$ cat src/rtl/ctrl_pkg.sv
// Shared types and opcode constants for the multi-cycle RV64-subset control sequencer.
package ctrl_pkg;

    typedef enum logic [2:0] {
        IDLE   = 3'd0,
        FETCH  = 3'd1,
        DECODE = 3'd2,
        EXEC   = 3'd3,
        MEM    = 3'd4,
        WB     = 3'd5,
        FAULT  = 3'd6
    } state_t;

    localparam logic [6:0] OP_R   = 7'b0110011;
    localparam logic [6:0] OP_I   = 7'b0010011;
    localparam logic [6:0] OP_LD  = 7'b0000011;
    localparam logic [6:0] OP_SD  = 7'b0100011;
    localparam logic [6:0] OP_BEQ = 7'b1100011;

    typedef enum logic [1:0] {
        ALU_ADD = 2'b00,
        ALU_SUB = 2'b01,
        ALU_RFN = 2'b10,
        ALU_IFN = 2'b11
    } alu_op_t;

    typedef enum logic [1:0] {
        FC_NONE    = 2'b00,
        FC_ILLEGAL = 2'b01,
        FC_TIMEOUT = 2'b10
    } fault_code_t;

    function automatic logic is_legal(input logic [6:0] op);
        return (op == OP_R) || (op == OP_I) || (op == OP_LD) ||
               (op == OP_SD) || (op == OP_BEQ);
    endfunction

endpackage

$ cat src/rtl/mem_wait_timer.sv
// Counts cycles spent waiting on mem_ready; flags expiry on the wait that reaches TMO_CYC.
module mem_wait_timer #(
    parameter int TMO_CYC = 15
) (
    input  logic clk,
    input  logic rst_n,
    input  logic clear_i,
    input  logic tick_i,
    output logic expired_o
);
    localparam int W = $clog2(TMO_CYC + 1);

    logic [W-1:0] cnt_q;

    always_ff @(posedge clk or negedge rst_n) begin
        if (!rst_n)       cnt_q <= '0;
        else if (clear_i) cnt_q <= '0;
        else if (tick_i)  cnt_q <= cnt_q + W'(1);
    end

    // Asserted on the wait cycle whose increment lands on TMO_CYC.
    assign expired_o = tick_i && (cnt_q == W'(TMO_CYC - 1));

endmodule

$ cat src/rtl/multicycle_ctrl.sv
// FETCH/DECODE/EXEC/MEM/WB sequencer driving datapath controls and memory req/ready handshakes.
module multicycle_ctrl
    import ctrl_pkg::*;
#(
    parameter int OPCODE_W = 7,
    parameter int TMO_CYC  = 15,
    parameter int CNT_W    = 32
) (
    input  logic                clk,
    input  logic                rst_n,
    input  logic                run_i,
    input  logic [OPCODE_W-1:0] opcode_i,
    input  logic                zero_i,
    input  logic                mem_ready_i,
    input  logic                clear_fault_i,
    output logic                imem_req_o,
    output logic                mem_read_o,
    output logic                mem_write_o,
    output logic                ir_write_o,
    output logic                pc_write_o,
    output logic                pc_src_o,
    output logic                alu_src_o,
    output logic [1:0]          alu_op_o,
    output logic                mem_to_reg_o,
    output logic                reg_write_o,
    output logic                instr_done_o,
    output logic [CNT_W-1:0]    instr_cnt_o,
    output logic                fault_o,
    output logic [1:0]          fault_code_o
);
    state_t              state_q, state_d;
    logic [OPCODE_W-1:0] op_q, op_d;
    fault_code_t         code_q, code_d;
    logic [CNT_W-1:0]    cnt_q;
    logic                retire;
    logic                tmo_tick, tmo_exp, tmo_clear;

    // Wait counter restarts whenever the FSM changes state.
    assign tmo_clear = (state_d != state_q);

    mem_wait_timer #(.TMO_CYC(TMO_CYC)) u_timer (
        .clk       (clk),
        .rst_n     (rst_n),
        .clear_i   (tmo_clear),
        .tick_i    (tmo_tick),
        .expired_o (tmo_exp)
    );

    always_comb begin
        state_d      = state_q;
        op_d         = op_q;
        code_d       = code_q;
        retire       = 1'b0;
        tmo_tick     = 1'b0;
        imem_req_o   = 1'b0;
        mem_read_o   = 1'b0;
        mem_write_o  = 1'b0;
        ir_write_o   = 1'b0;
        pc_write_o   = 1'b0;
        pc_src_o     = 1'b0;
        alu_src_o    = 1'b0;
        alu_op_o     = ALU_ADD;
        mem_to_reg_o = 1'b0;
        reg_write_o  = 1'b0;

        unique case (state_q)
            IDLE: if (run_i) state_d = FETCH;
            FETCH: begin
                imem_req_o = 1'b1;
                tmo_tick   = !mem_ready_i;
                if (mem_ready_i) begin
                    ir_write_o = 1'b1;
                    pc_write_o = 1'b1;
                    state_d    = DECODE;
                end else if (tmo_exp) begin
                    state_d = FAULT;
                    code_d  = FC_TIMEOUT;
                end
            end
            DECODE: begin
                op_d = opcode_i;
                if (is_legal(opcode_i)) begin
                    state_d = EXEC;
                end else begin
                    state_d = FAULT;
                    code_d  = FC_ILLEGAL;
                end
            end
            EXEC: begin
                case (op_q)
                    OP_R: begin
                        alu_op_o = ALU_RFN;
                        state_d  = WB;
                    end
                    OP_I: begin
                        alu_src_o = 1'b1;
                        alu_op_o  = ALU_IFN;
                        state_d   = WB;
                    end
                    OP_LD, OP_SD: begin
                        alu_src_o = 1'b1;
                        state_d   = MEM;
                    end
                    OP_BEQ: begin
                        alu_op_o   = ALU_SUB;
                        pc_write_o = zero_i;
                        pc_src_o   = zero_i;
                        retire     = 1'b1;
                    end
                    default: begin
                        state_d = FAULT;
                        code_d  = FC_ILLEGAL;
                    end
                endcase
            end
            MEM: begin
                mem_read_o  = (op_q == OP_LD);
                mem_write_o = (op_q != OP_LD);
                tmo_tick    = !mem_ready_i;
                if (mem_ready_i) begin
                    if (op_q == OP_LD) state_d = WB;
                    else               retire  = 1'b1;
                end else if (tmo_exp) begin
                    state_d = FAULT;
                    code_d  = FC_TIMEOUT;
                end
            end
            WB: begin
                reg_write_o  = 1'b1;
                mem_to_reg_o = (op_q == OP_LD);
                retire       = 1'b1;
            end
            FAULT: begin
                if (clear_fault_i) begin
                    state_d = IDLE;
                    code_d  = FC_NONE;
                end
            end
            default: state_d = IDLE;
        endcase

        // run is only honoured at the instruction boundary.
        if (retire) state_d = run_i ? FETCH : IDLE;
    end

    always_ff @(posedge clk or negedge rst_n) begin
        if (!rst_n) begin
            state_q <= IDLE;
            op_q    <= '0;
            code_q  <= FC_NONE;
            cnt_q   <= '0;
        end else begin
            state_q <= state_d;
            op_q    <= op_d;
            code_q  <= code_d;
            if (retire) cnt_q <= cnt_q + CNT_W'(1);
        end
    end

    assign instr_done_o = retire;
    assign instr_cnt_o  = cnt_q;
    assign fault_o      = (state_q == FAULT);
    assign fault_code_o = code_q;

endmodule

$ cat config.mk
export PLATFORM = sky130hd
export DESIGN_NAME = multicycle_ctrl
export DESIGN_NICKNAME = d
export VERILOG_FILES = /design/src/rtl/ctrl_pkg.sv /design/src/rtl/mem_wait_timer.sv /design/src/rtl/multicycle_ctrl.sv
export SDC_FILE = /design/constraint.sdc
export NUM_CORES = 1
export LEC_CHECK = 0
export CORE_MARGIN = 2
export CORE_UTILIZATION = 30
export CTS_CLUSTER_DIAMETER = 150
export DETAILED_ROUTE_END_ITERATION = 8
export SYNTH_ARGS = -nofsm -noshare
export SYNTH_HDL_FRONTEND = slang
export SYNTH_SLANG_ARGS = --single-unit
$ cat constraint.sdc
create_clock -name clk -period 4.34 [get_ports clk]
set_input_delay 0.868 -clock clk [delete_from_list [all_inputs] [get_ports clk]]
set_output_delay 0.868 -clock clk [all_outputs]
set_load 0.02 [all_outputs]
==> impl_metrics.env <==
export IMPL_clock_latency_ps=310
export IMPL_r2r_end="u_timer.cnt_q[2]"
export IMPL_run_status="complete, no violations"
export IMPL_clock_path_buffers=2
export IMPL_dp_hpwl_um=4820
export IMPL_setup_tns_final_ps=0
export IMPL_clkTransAtPathRegs_ps=100
export IMPL_synth_area_leaders="dfrtp_1 (42%), xnor2_1 (6.8%), xor2_1 (3.7%)"
export IMPL_cp_slowest_stage_delay_ps=640
export IMPL_yosys_top_cells_count="dfrtp_1 (48), nand2_1 (22), xnor2_1 (22)"
export IMPL_die_x_um=101
export IMPL_cts_sinks=48
export IMPL_diodes=0
export IMPL_synth_seq_cells=48
export IMPL_cts_resized=0
export IMPL_die_area_mm2=0.0103
export IMPL_grt_start_max_net_pins=49
export IMPL_yosysMostFrequentCell="dfrtp_1"
export IMPL_rsz0062_at_grt="false"
export IMPL_cts_root_buffer="clkbuf_8"
export IMPL_yosysTopAreaCell="dfrtp_1"
export IMPL_p_seq_frac=0.414
export IMPL_switching_share=0.410
export IMPL_crit_chain="clkdlybuf4s50_1, nand4bb_1, a21o_4, nand2_2, clkdlybuf4s50_1"
export IMPL_cts_htree_levels=2
export IMPL_yosys_warnings=0
export IMPL_cp_num_cells=5
export IMPL_ctsHoldBuffers=0
export IMPL_fin_hold_ws_ps=485
export IMPL_syn_to_final_growth_pct=28.0
export IMPL_cpMostUsedCell="clkdlybuf4s50_1"
export IMPL_crit_fanout=9
export IMPL_nFillCells=930
export IMPL_netlist_area_mm2=0.00285
export IMPL_end_kind="output pin"
export IMPL_pwr_share_clk=0.182
export IMPL_coreArea_mm2=0.00924
export IMPL_crit_buf_inv=2
export IMPL_finalSetupViolations=0
export IMPL_cts_tree="built"
export IMPL_dr_pass1_iters=4
export IMPL_combPwrFrac=0.404
export IMPL_p_leak_nw=1.45
export IMPL_synth_cells=268
export IMPL_crit_path_end="instr_done_o"
export IMPL_slowest_stage="clkdlybuf4s50_1"
export IMPL_die_h_um=101
export IMPL_routed_wl_um=6750
export IMPL_r2r_start="state_q[0]"
export IMPL_maxSlewViolCount=0
export IMPL_timing_fmax_mhz=269
export IMPL_syn_area_per_cell_um2=10.6
export IMPL_via_per_inst=5.01
export IMPL_grt_pass1_wl_um=11400
export IMPL_seq_area_frac_synth=0.422
export IMPL_max_cap_violations=0
export IMPL_finalHoldViolations=0
export IMPL_min_period_ps=3720
export IMPL_synth_main_ff_cell="dfrtp_1"
export IMPL_drt_iter0_markers=93
export IMPL_synth_nets=284
export IMPL_ant_nets=0
export IMPL_layout_nets=343
export IMPL_synth_edf_count=0
export IMPL_min_from="instr_cnt_o[31]"
export IMPL_num_rows=35
export IMPL_place_congestion=0.820
export IMPL_relSlewSlack=0.278
export IMPL_start_util=0.308
export IMPL_vias=2291
export IMPL_hold_path_class="reg -> reg"
export IMPL_grt_pass1_vias=2260
export IMPL_internal_power_uw=956
export IMPL_skew_ps=8.47
export IMPL_cts_buffers=5
export IMPL_required_ps=3470
export IMPL_drc_errors=0
export IMPL_p_per_area_mw_per_mm2=445
export IMPL_power_mw=1.62
export IMPL_netSwitchingPower_uw=665
export IMPL_cp_start_kind="primary input"
export IMPL_critPathKind="in -> out"
export IMPL_crit_start="mem_ready_i"
export IMPL_ys_types=67
export IMPL_fin_crit_sh=0.857
export IMPL_grt_antenna_before_repair=0
export IMPL_synth_top_cell_area_share=0.422
export IMPL_post_drt_wl_per_cell_um=14.8
export IMPL_worstMarginPinSlew_ps=1080
export IMPL_cts_setup_buffers=0
export IMPL_critPathArrivalTime_ps=2850
export IMPL_grt_use_total=0.140
export IMPL_reg2reg_depth=5
export IMPL_crit_family="buffers and inverters"
export IMPL_synthArstFlopShare=1.00
export IMPL_ir_drop_mv=0.177
export IMPL_overflow=0
export IMPL_r2r_slack_ps=2000
export IMPL_drive_gt1_frac=0.128
export IMPL_pin_count=60
export IMPL_numPortBuffers=59
[logic make-up (layout without fill, tap and decap cells)]
logic type / count (synthesis) / count (layout) / share of synthesized area
buf+inv: 17 / 77 / 0.0303
xor+xnor: 34 / 34 / 0.105
simple gates: 111 / 111 / 0.253
fa+ha+maj: 3 / 3 / 0.0132
flops: 48 / 48 / 0.422
mux: 8 / 8 / 0.0312
compound gates: 47 / 47 / 0.146
[power by group through the flow]
stage / combinational, mW / sequential, mW / clock [mW]
after floorplan: 0.487 / 0.642 / 0
after global placement: 0.648 / 0.676 / 0
after detailed placement: 0.656 / 0.678 / 0
after CTS: 0.658 / 0.669 / 0.305
after global routing: 0.721 / 0.692 / 0.327
final: 0.654 / 0.671 / 0.296
[area by class of cell]
type / instances / area [um2] / area share
multi-input cells: 203 / 1560 / 0.428
clock inverters: 2 / 15.0 / 0.00412
inverters: 10 / 37.5 / 0.0103
clock buffers: 6 / 82.6 / 0.0227
well taps: 129 / 161 / 0.0443
repair buffers: 59 / 586 / 0.161
flip-flops and latches: 48 / 1200 / 0.330
[cell usage in the layout, fill, tap and decap left out, types with 7 or more instances in the layout]
master,Yosys,layout
clkdlybuf4s50_1,0,58
dfrtp_1,48,48
nand2_1,22,22
xnor2_1,22,22
xor2_1,12,12
nand4_1,12,12
nor2_1,10,10
inv_1,9,9
a21oi_1,9,9
and3_1,9,9
nor3_1,8,8
nand3_1,7,7
[registers in the layout, summed over array words and instances, names as in the netlist]
| register | count |
|---|---|
| instr_cnt_o | 32 |
| op_q | 7 |
| u_timer.cnt_q | 4 |
| state_q | 3 |
| fault_code_o | 2 |
[metrics by stage]
stage	setup WS [ps]	util	instance area, um2	instances
floorplan	1710	-	2850	268
global placement	654	0.383	3540	449
detailed placement	604	0.383	3540	449
CTS	615	0.394	3640	457
global route	542	0.394	3640	457
finish	621	0.394	3640	457
[how the worst min path moves through the flow]
| stage | end | slack [ps] | depth (start not counted) |
|---|---|---|---|
| 6_report | instr_cnt_o[31] | 490 | 1 |
| 5_1_grt | instr_cnt_o[31] | 510 | 1 |
| 4_1_cts | instr_cnt_o[31] | 490 | 1 |
| 3_5_place_dp | instr_cnt_o[31] | 470 | 1 |
| 3_3_place_gp | instr_cnt_o[31] | 470 | 1 |
| 2_1_floorplan | op_q[2] | 490 | 1 |
[metal layers]
layer	vias up	wire length (um)	global-route usage
li1	1101	-	-
met1	1102	3420	0.210
met2	82	2910	0.203
met3	6	371	0.0276
met4	0	48	0.0374
met5	-	0	0
Note: power is estimated with default switching activity, not from simulation.
